$ cat config.mk
export PLATFORM = sky130hd
export DESIGN_NAME = bank_register_dumper
export DESIGN_NICKNAME = d
export VERILOG_FILES = /design/src/rtl/bank_register_dumper_pkg.sv /design/src/rtl/bank_register_dumper_serializer.sv /design/src/rtl/bank_register_dumper.sv
export SDC_FILE = /design/constraint.sdc
export NUM_CORES = 1
export LEC_CHECK = 0
export CAP_MARGIN = 20
export CORE_MARGIN = 4
export CORE_UTILIZATION = 45
export CTS_BUF_LIST = sky130_fd_sc_hd__clkbuf_8
export DETAILED_ROUTE_END_ITERATION = 6
export PLACE_DENSITY = 0.82
export SYNTH_ARGS = -nofsm -noshare
export SYNTH_HDL_FRONTEND = slang
export SYNTH_HIERARCHICAL = 1
export SYNTH_SLANG_ARGS = --single-unit
$ cat constraint.sdc
create_clock -name i_clock -period 1.8 [get_ports i_clock]
set_input_delay 0.18 -clock i_clock [delete_from_list [all_inputs] [get_ports i_clock]]
set_output_delay 0.18 -clock i_clock [all_outputs]
set_load 0.05 [all_outputs]
$ cat src/rtl/bank_register_dumper_pkg.sv
// Shared Debug Unit definitions: dump FSM state encodings and word/byte sizing helpers.
// Imported by the register-bank dumper and the reusable word serializer.
package bank_register_dumper_pkg;

  localparam int DEFAULT_BYTE_SIZE = 8;
  localparam int DEFAULT_DATA_SIZE = 32;
  localparam int BYTES_PER_WORD    = DEFAULT_DATA_SIZE / DEFAULT_BYTE_SIZE;

  typedef enum logic [2:0] {
    ST_IDLE    = 3'd0,
    ST_REQ     = 3'd1,
    ST_WAIT    = 3'd2,
    ST_SEND    = 3'd3,
    ST_WAIT_TX = 3'd4,
    ST_DONE    = 3'd5
  } dumpState_t;

  function automatic int bytesPerWord(input int dataSize, input int byteSize);
    return dataSize / byteSize;
  endfunction

  // A single-byte word still needs a 1-bit counter so the port widths stay legal.
  function automatic int counterWidth(input int count);
    return (count > 1) ? $clog2(count) : 1;
  endfunction

endpackage

$ cat src/rtl/bank_register_dumper_serializer.sv
// Word-to-byte serializer: captures a word and presents it MSB byte first.
// Also used by the Debug Unit for PC and data-memory dumps.
module debug_word_serializer
  import bank_register_dumper_pkg::*;
#(
  parameter int DATA_SIZE = DEFAULT_DATA_SIZE,
  parameter int BYTE_SIZE = DEFAULT_BYTE_SIZE
) (
  input  logic                 i_clock,
  input  logic                 i_reset,
  input  logic                 i_load,
  input  logic                 i_next,
  input  logic [DATA_SIZE-1:0] i_data,
  output logic [BYTE_SIZE-1:0] o_byte,
  output logic                 o_last
);

  localparam int BPW   = bytesPerWord(DATA_SIZE, BYTE_SIZE);
  localparam int CNT_W = counterWidth(BPW);
  localparam logic [CNT_W-1:0] LAST_COUNT = CNT_W'(BPW - 1);

  logic [DATA_SIZE-1:0] r_shift;
  logic [CNT_W-1:0]     r_count;

  // Loading a new word also restarts the byte count; shifting fills with zeros.
  always_ff @(posedge i_clock) begin
    if (i_reset) begin
      r_shift <= '0;
      r_count <= '0;
    end else if (i_load) begin
      r_shift <= i_data;
      r_count <= '0;
    end else if (i_next) begin
      r_shift <= r_shift << BYTE_SIZE;
      r_count <= r_count + CNT_W'(1);
    end
  end

  assign o_byte = r_shift[DATA_SIZE-1 -: BYTE_SIZE];
  assign o_last = (r_count == LAST_COUNT);

endmodule

$ cat src/rtl/bank_register_dumper.sv
// Debug-side register bank dumper: walks every register through the debug read
// port and streams each word MSB byte first to the UART TX with a start/done handshake.
module bank_register_dumper
  import bank_register_dumper_pkg::*;
#(
  parameter int DATA_SIZE = DEFAULT_DATA_SIZE,
  parameter int REG_SIZE  = 5,
  parameter int BANK_SIZE = 32,
  parameter int BYTE_SIZE = DEFAULT_BYTE_SIZE
) (
  input  logic                 i_clock,
  input  logic                 i_reset,
  input  logic                 i_start,
  input  logic [DATA_SIZE-1:0] i_rd_data,
  input  logic                 i_tx_done,
  output logic                 o_read_enable,
  output logic [REG_SIZE-1:0]  o_read_addr,
  output logic                 o_tx_start,
  output logic [BYTE_SIZE-1:0] o_tx_data,
  output logic                 o_busy,
  output logic                 o_done
);

  localparam logic [REG_SIZE-1:0] LAST_ADDR = REG_SIZE'(BANK_SIZE - 1);

  dumpState_t          r_state;
  dumpState_t          w_nextState;
  logic [REG_SIZE-1:0] r_addr;
  logic                w_load;
  logic                w_next;
  logic                w_addrClear;
  logic                w_addrInc;
  logic                w_lastByte;
  logic [BYTE_SIZE-1:0] w_byte;

  debug_word_serializer #(
    .DATA_SIZE(DATA_SIZE),
    .BYTE_SIZE(BYTE_SIZE)
  ) u_serializer (
    .i_clock (i_clock),
    .i_reset (i_reset),
    .i_load  (w_load),
    .i_next  (w_next),
    .i_data  (i_rd_data),
    .o_byte  (w_byte),
    .o_last  (w_lastByte)
  );

  always_ff @(posedge i_clock) begin
    if (i_reset) begin
      r_state <= ST_IDLE;
    end else begin
      r_state <= w_nextState;
    end
  end

  // The address is compared against the last register before incrementing, so it never wraps.
  always_ff @(posedge i_clock) begin
    if (i_reset || w_addrClear) begin
      r_addr <= '0;
    end else if (w_addrInc) begin
      r_addr <= r_addr + REG_SIZE'(1);
    end
  end

  always_comb begin
    w_nextState = r_state;
    w_load      = 1'b0;
    w_next      = 1'b0;
    w_addrClear = 1'b0;
    w_addrInc   = 1'b0;
    case (r_state)
      ST_IDLE: begin
        if (i_start) begin
          w_addrClear = 1'b1;
          w_nextState = ST_REQ;
        end
      end
      ST_REQ:  w_nextState = ST_WAIT;
      ST_WAIT: begin
        w_load      = 1'b1;
        w_nextState = ST_SEND;
      end
      ST_SEND: w_nextState = ST_WAIT_TX;
      ST_WAIT_TX: begin
        if (i_tx_done) begin
          if (!w_lastByte) begin
            w_next      = 1'b1;
            w_nextState = ST_SEND;
          end else if (r_addr == LAST_ADDR) begin
            w_nextState = ST_DONE;
          end else begin
            w_addrInc   = 1'b1;
            w_nextState = ST_REQ;
          end
        end
      end
      ST_DONE: w_nextState = ST_IDLE;
      default: w_nextState = ST_IDLE;
    endcase
  end

  assign o_read_enable = (r_state == ST_REQ);
  assign o_read_addr   = o_read_enable ? r_addr : '0;
  assign o_tx_start    = (r_state == ST_SEND);
  assign o_tx_data     = w_byte;
  assign o_busy        = (r_state != ST_IDLE);
  assign o_done        = (r_state == ST_DONE);

endmodule

Yosys cells after proc, flatten, opt, wreduce, memory -nomap -nowiden

Cells that the tools add are included.

Output and inout port bits: 17
Flip-flop bits (word level): 42
Logic and storage cells: 39
Input port bits: 36

Equal/unequal tests: 9
Mux-type cells: 18
Reduce and logical (&&, ||, !) cells: 6
Add/subtract/negate cells: 2

Operators with widths:

| kind                                           | count |
|---|---|
| two-way mux 32 bit                             | 2 |
| one-hot mux 3 bit (5 select lines)             | 1 |
| two-way mux 3 bit                              | 4 |
| two-way mux 1 bit                              | 10 |
| == test 3 x 2 -> 1 bit (second input constant) | 2 |
| == test 3 bit (second input constant)          | 2 |
| adder 5 x 1 -> 5 bit (second input constant)   | 1 |
| == test 5 bit (second input constant)          | 1 |
| two-way mux 5 bit                              | 1 |
| inequality test 2 bit (second input constant)  | 2 |
| == test 3 x 1 -> 1 bit (second input constant) | 1 |
| zero test 3 bit                                | 1 |
| nonzero test 3 bit                             | 1 |
| adder 2 x 1 -> 2 bit (second input constant)   | 1 |
| == test 2 bit (second input constant)          | 1 |
| AND reduction 2 bit                            | 1 |
| nonzero test 2 bit                             | 1 |
| OR reduction 2 bit                             | 1 |
| logical OR 1 bit                               | 1 |

Logic depth before layout (Yosys ltp)

Depth after elaboration: 6
Gate-level depth with buffers: 8

Cells and area by module

The synthesis kept the hierarchy.

By module, submodules not included:

| module                | area each (sq um) | instances | cells an instance |
|---|---|---|---|
| debug_word_serializer | 1574.0            | 1         | 158 |
| bank_register_dumper  | 518.0             | 1         | 60 |

Least setup slack after synthesis

OpenSTA, ideal clock, no wires.

Path type: flip-flop to flip-flop
Start: register r_state[1]
End: register u_serializer.r_shift[10]
Buffers on the path: 4
Required time: 1.662 ns
Arrival time: 1.738 ns
Period minus slack after synthesis: 1.876 ns
Path slack: -0.076 ns
Stages on the path, launching flop included: 9
Cells stage by stage: dfxtp_1 > buf_6 > or3b_1 > buf_6 > nor3b_1 > buf_6 > buf_4 > mux2i_1 > a211oi_1

Longest elaborated chain between the ends: 3

Ends and longest elaborated chain:

| element                      | line                                  | text |
|---|---|---|
| start: declaration           | bank_register_dumper.sv:26            | `dumpState_t r_state;` |
| start signal: assignment     | bank_register_dumper.sv:53            | `r_state <= w_nextState;` |
| == test 3 bit                | bank_register_dumper.sv:72            | `case (r_state)` |
| two-way mux 1 bit            | bank_register_dumper.sv:72            |  |
| via w_next                   | bank_register_dumper.sv:30            | `logic w_next;` |
| nonzero test 2 bit (no line) | n/a                                   |  |
| end signal: assignment       | bank_register_dumper_serializer.sv:31 | `r_shift <= i_data;` |
| end signal: assignment       | bank_register_dumper_serializer.sv:34 | `r_shift <= r_shift << BYTE_SIZE;` |
| end: declaration             | bank_register_dumper_serializer.sv:22 | `logic [DATA_SIZE-1:0] r_shift;` |

The timed path passes the listed nets, and every way through them passes these cells.
A chain may end at the register's enable or synchronous reset.

Worst setup path in the final report

Start: register r_addr[1]
End: register r_addr[2]

Longest elaborated chain between the ends: 5

Ends and longest elaborated chain:

| element                  | line                       | text |
|---|---|---|
| start: declaration       | bank_register_dumper.sv:28 | `logic [REG_SIZE-1:0] r_addr;` |
| start signal: assignment | bank_register_dumper.sv:62 | `r_addr <= r_addr + REG_SIZE'(1);` |
| == test 5 bit            | bank_register_dumper.sv:90 | `end else if (r_addr == LAST_ADDR) begin` |
| two-way mux 1 bit        | bank_register_dumper.sv:90 |  |
| two-way mux 1 bit        | bank_register_dumper.sv:87 | `if (!w_lastByte) begin` |
| two-way mux 1 bit        | bank_register_dumper.sv:86 | `if (i_tx_done) begin` |
| two-way mux 1 bit        | bank_register_dumper.sv:72 |  |

Parallel ways exist; a longest one is shown, timed or not.

==> flow_summary_export.csv <==
group,metric,value,unit
outcome,outcome,"finished with violations",
outcome,violations,"setup timing",
clock_tree,root_buffer,"clkbuf_8",
drt,drt-initial-drc-count,67,
timing,worstMarginPinSlew,0.499,ns
drt,vias,1731,
worst_setup_path,crit_path_max_fanout,5,
floorplan,io_pins,53,
worst_setup_path,rr_worst_depth,6,
floorplan,die_h,76.2,um
synthesis,synth_largest_area_cell,"dfxtp_1",
run,max-cap-violations,0,
synthesis,synth_seq_cells,42,
drt,finalWirelength,5.09,mm
drt,wl_per_cell,15.8,um
worst_setup_path,worstSetupPathType,"flop to flop",
placed_design,gp_congestion,0.820,
worst_setup_path,reg2reg_from,"r_addr[1]$_SDFFE_PP0P_",
power_and_ir_drop,p_leak,1.02,nW
timing,tns,-0.0193,ns
global_routing,grt_antenna_before_repair,0,
cells_and_area,antennaDiodeCount,0,
floorplan,rows,24,
power_and_ir_drop,max-vdd-ir-drop,589,uV
cells_and_area,regArea,843,um^2
cells_and_area,area_growth_syn_to_layout,42.8,%
placed_design,place_area,2720,um^2
worst_setup_path,required,2.03,ns
worst_setup_path,crit_path_end_kind,"flop",
worst_setup_path,timing.rr.end,"r_addr[2]$_SDFFE_PP0P_",
min_path,whs_path_depth,3,
power_and_ir_drop,clkPwrFrac,31.6,%
synthesis,ys_seq_area_share,40.2,%
synthesis,synth_area,2090,um^2
timing,period_needed,1.82,ns
global_routing,grt_first_pass_wirelength,7.94,mm
timing,finalWorstSetupSlack,-0.0193,ns
power_and_ir_drop,pwr-share-comb,23.2,%
synthesis,synth_top_area_share,40.2,%
global_routing,grt_max_degree,35,
clock_tree,cts_made_buffers,5,
clock_tree,clock_latency,0.30,ns
timing,setup_viol,1,
cells_and_area,nFillCells,312,
worst_setup_path,crit_start,"r_addr[1]$_SDFFE_PP0P_",
worst_setup_path,r2r_setup_slack,-0.02,ns
global_routing,grt_pass1_vias,1668,
drt,detail-route-antenna-nets,0,
drt,drcViolationCount,0,
timing,finalMaxSlewViolations,0,
synthesis,yosys-top-cells-area,"dfxtp_1 (40%), mux2i_1 (12%), a211oi_1 (9.0%)",
timing,timing.final.crit_share,101,%
placed_design,hpwl,3.29,mm
min_path,holdPathEnd,"u_serializer/r_shift[6]$_SDFFE_PP0P_",
timing,fin_skew,0.0105,ns
timing,maxSlewHeadroom,66.6,%
cells_and_area,final_cell_mix,"clkdlybuf4s50_1 (43), dfxtp_1 (40), nor2b_1 (25)",
synthesis,yosys_warnings,6,
worst_setup_path,cp-start-kind,"flop",
synthesis,synth.avg_cell_area,9.60,um^2
cells_and_area,multiInputGateArea,1160,um^2
cells_and_area,instances_no_fill,323,
floorplan,die_area,5800,um^2
power_and_ir_drop,power_density,774,nW/um^2
timing,rsz0062_at_grt,"yes",
drt,firstDrtPassIters,4,
placed_design,placed_cells,308,
power_and_ir_drop,intPower,0.00167,W
clock_tree,cts.sink_count,42,
synthesis,syn-num-nets,257,
clock_tree,clockBufferDepth,2,
cells_and_area,drive_gt1_share,22.5,%
timing,hold_viol,0,
floorplan,initial_core_util,47.4,%
min_path,hold_class,"input port to flop",
synthesis,synth_cells,218,
clock_tree,cts_tree,"built",
placed_design,io_buffer_count,52,
power_and_ir_drop,netSwitchingPower,0.000643,W
global_routing,grt.total_usage,16.5,%
floorplan,core,4410,um^2
timing,timing.fmax,550,MHz
floorplan,fp.dieW,76.2,um
global_routing,overflow,0,
power_and_ir_drop,seqPwrFrac,45.2,%
cells_and_area,design_area,2990,um^2
min_path,worstHoldStart,"i_rd_data[6]",
cells_and_area,final_common_cell,"clkdlybuf4s50_1",
clock_tree,cts_max_level,2,
drt,post_drt_via_cell_ratio,5.36,
synthesis,synthDistinctLibCells,33,
worst_setup_path,critPathArrivalTime,2.05,ns
power_and_ir_drop,netSwitchingFraction,27.8,%
cells_and_area,nNetsFinal,309,
clock_tree,clk_pin_slew_worst_paths,0.08,ns
## worst max-delay path, stage by stage (launching register included)
cell      delay [ns]
dfxtp_2         0.34
ha_4            0.16
and3_4          0.18
ha_4            0.15
nand3b_1        0.23
or4_4           0.55
a21oi_2         0.14
## metal layers
| layer | track usage, % | vias up | part of all wire (%) |
|---|---|---|---|
| met5 | 0 | - | 0 |
| li1 | - | 874 | - |
| met1 | 19.9 | 812 | 42 |
| met2 | 27.8 | 34 | 52 |
| met3 | 4.73 | 11 | 3.9 |
| met4 | 5.77 | 0 | 2.2 |
## synth_stat cells
| cell type | instances |
|---|---|
| nor3b_1 | 3 |
| o31ai_1 | 2 |
| and2_1 | 2 |
| dfxtp_1 | 42 |
| and3b_1 | 1 |
| mux2i_1 | 25 |
| buf_1 | 2 |
| clkbuf_1 | 7 |
| nand2_1 | 8 |
| xnor2_1 | 2 |
| nand3_1 | 3 |
| a21oi_1 | 14 |
| o22ai_1 | 1 |
| nand3b_1 | 1 |
| or3b_1 | 6 |
| and3_1 | 6 |
| o21bai_1 | 1 |
| ha_1 | 3 |
| a211oi_1 | 25 |
| buf_2 | 2 |
| nor3_1 | 2 |
| nor2b_1 | 25 |
| or3b_2 | 4 |
| o21ai_0 | 3 |
| inv_1 | 3 |
| buf_4 | 11 |
| a21bo_2 | 1 |
| or3_2 | 2 |
| nor2_1 | 2 |
| buf_6 | 4 |
| and3b_2 | 2 |
| or4_1 | 2 |
| nor4_1 | 1 |
## how the worst max path moves through the flow
stage / endpoint / slack, ns / cells after the start
3_3_place_gp: r_addr[3]$_SDFFE_PP0P_ / -0.01 / 6
2_1_floorplan: u_serializer/r_shift[10]$_SDFFE_PP0P_ / 0.02 / 8
5_1_grt: r_addr[2]$_SDFFE_PP0P_ / -0.12 / 6
3_5_place_dp: r_addr[3]$_SDFFE_PP0P_ / -0.04 / 6
4_1_cts: r_addr[2]$_SDFFE_PP0P_ / -0.04 / 6
6_report: r_addr[2]$_SDFFE_PP0P_ / -0.02 / 6
## stage by stage
stage | setup WS (ns) | total power, W | util (%) | hold slack [ns]
final | -0.0193 | 0.00231 | 67.7 | 0.422
after global placement | -0.0148 | 0.00155 | 61.5 | 0.479
after floorplan | 0.0185 | 0.00138 | - | 0.252
after global routing | -0.125 | 0.00241 | 67.7 | 0.431
after CTS | -0.0368 | 0.00230 | 64.5 | 0.415
after detailed placement | -0.0430 | 0.00157 | 61.5 | 0.492
## final cells by class
class                   instances  share of cell area [%]
clock inverters                 3                    1.38
flip-flops and latches         42                    28.2
inverters                       3                   0.503
well taps                      52                    2.18
clock buffers                   5                    2.30
repair buffers                 70                    26.2
multi-input cells             147                    38.9
repair inverters                1                   0.251
## power by group through the flow
stage / logic, W / registers (W) / clock network (W)
after global routing: 0.000573 / 0.00105 / 0.000784
after detailed placement: 0.000505 / 0.00106 / 0
final: 0.000537 / 0.00104 / 0.000730
after floorplan: 0.000334 / 0.00105 / 0
after CTS: 0.000509 / 0.00104 / 0.000747
after global placement: 0.000495 / 0.00106 / 0
## what timing repair did
item	CTS	global route
endpoints found under the setup margin	4	26
hold buffers	0	0
pin swaps	1	2
setup buffers	1	4
gates resized for setup	4	18
endpoints found under the hold margin	0	0
gates cloned	0	2
## logic make-up (layout without fill, tap and decap cells)
| family | count (synthesis) | in the layout | synth area share (%) |
|---|---|---|---|
| AOI/OAI and AO/OA | 47 | 47 | 14.9 |
| xor gates and xnor gates | 2 | 2 | 0.837 |
| adders and majority gates | 3 | 3 | 1.79 |
| buffers and inverters | 29 | 82 | 8.73 |
| DFF | 42 | 42 | 40.2 |
| muxes | 25 | 25 | 12.0 |
| and+or+nand+nor | 70 | 70 | 21.6 |
## sequential cells by signal, indices dropped and copies added, names as in the netlist
register / count
u_serializer/r_count: 2
r_addr: 5
r_state: 3
u_serializer/r_shift: 32
No activity file was read; power rests on OpenSTA's default activity.
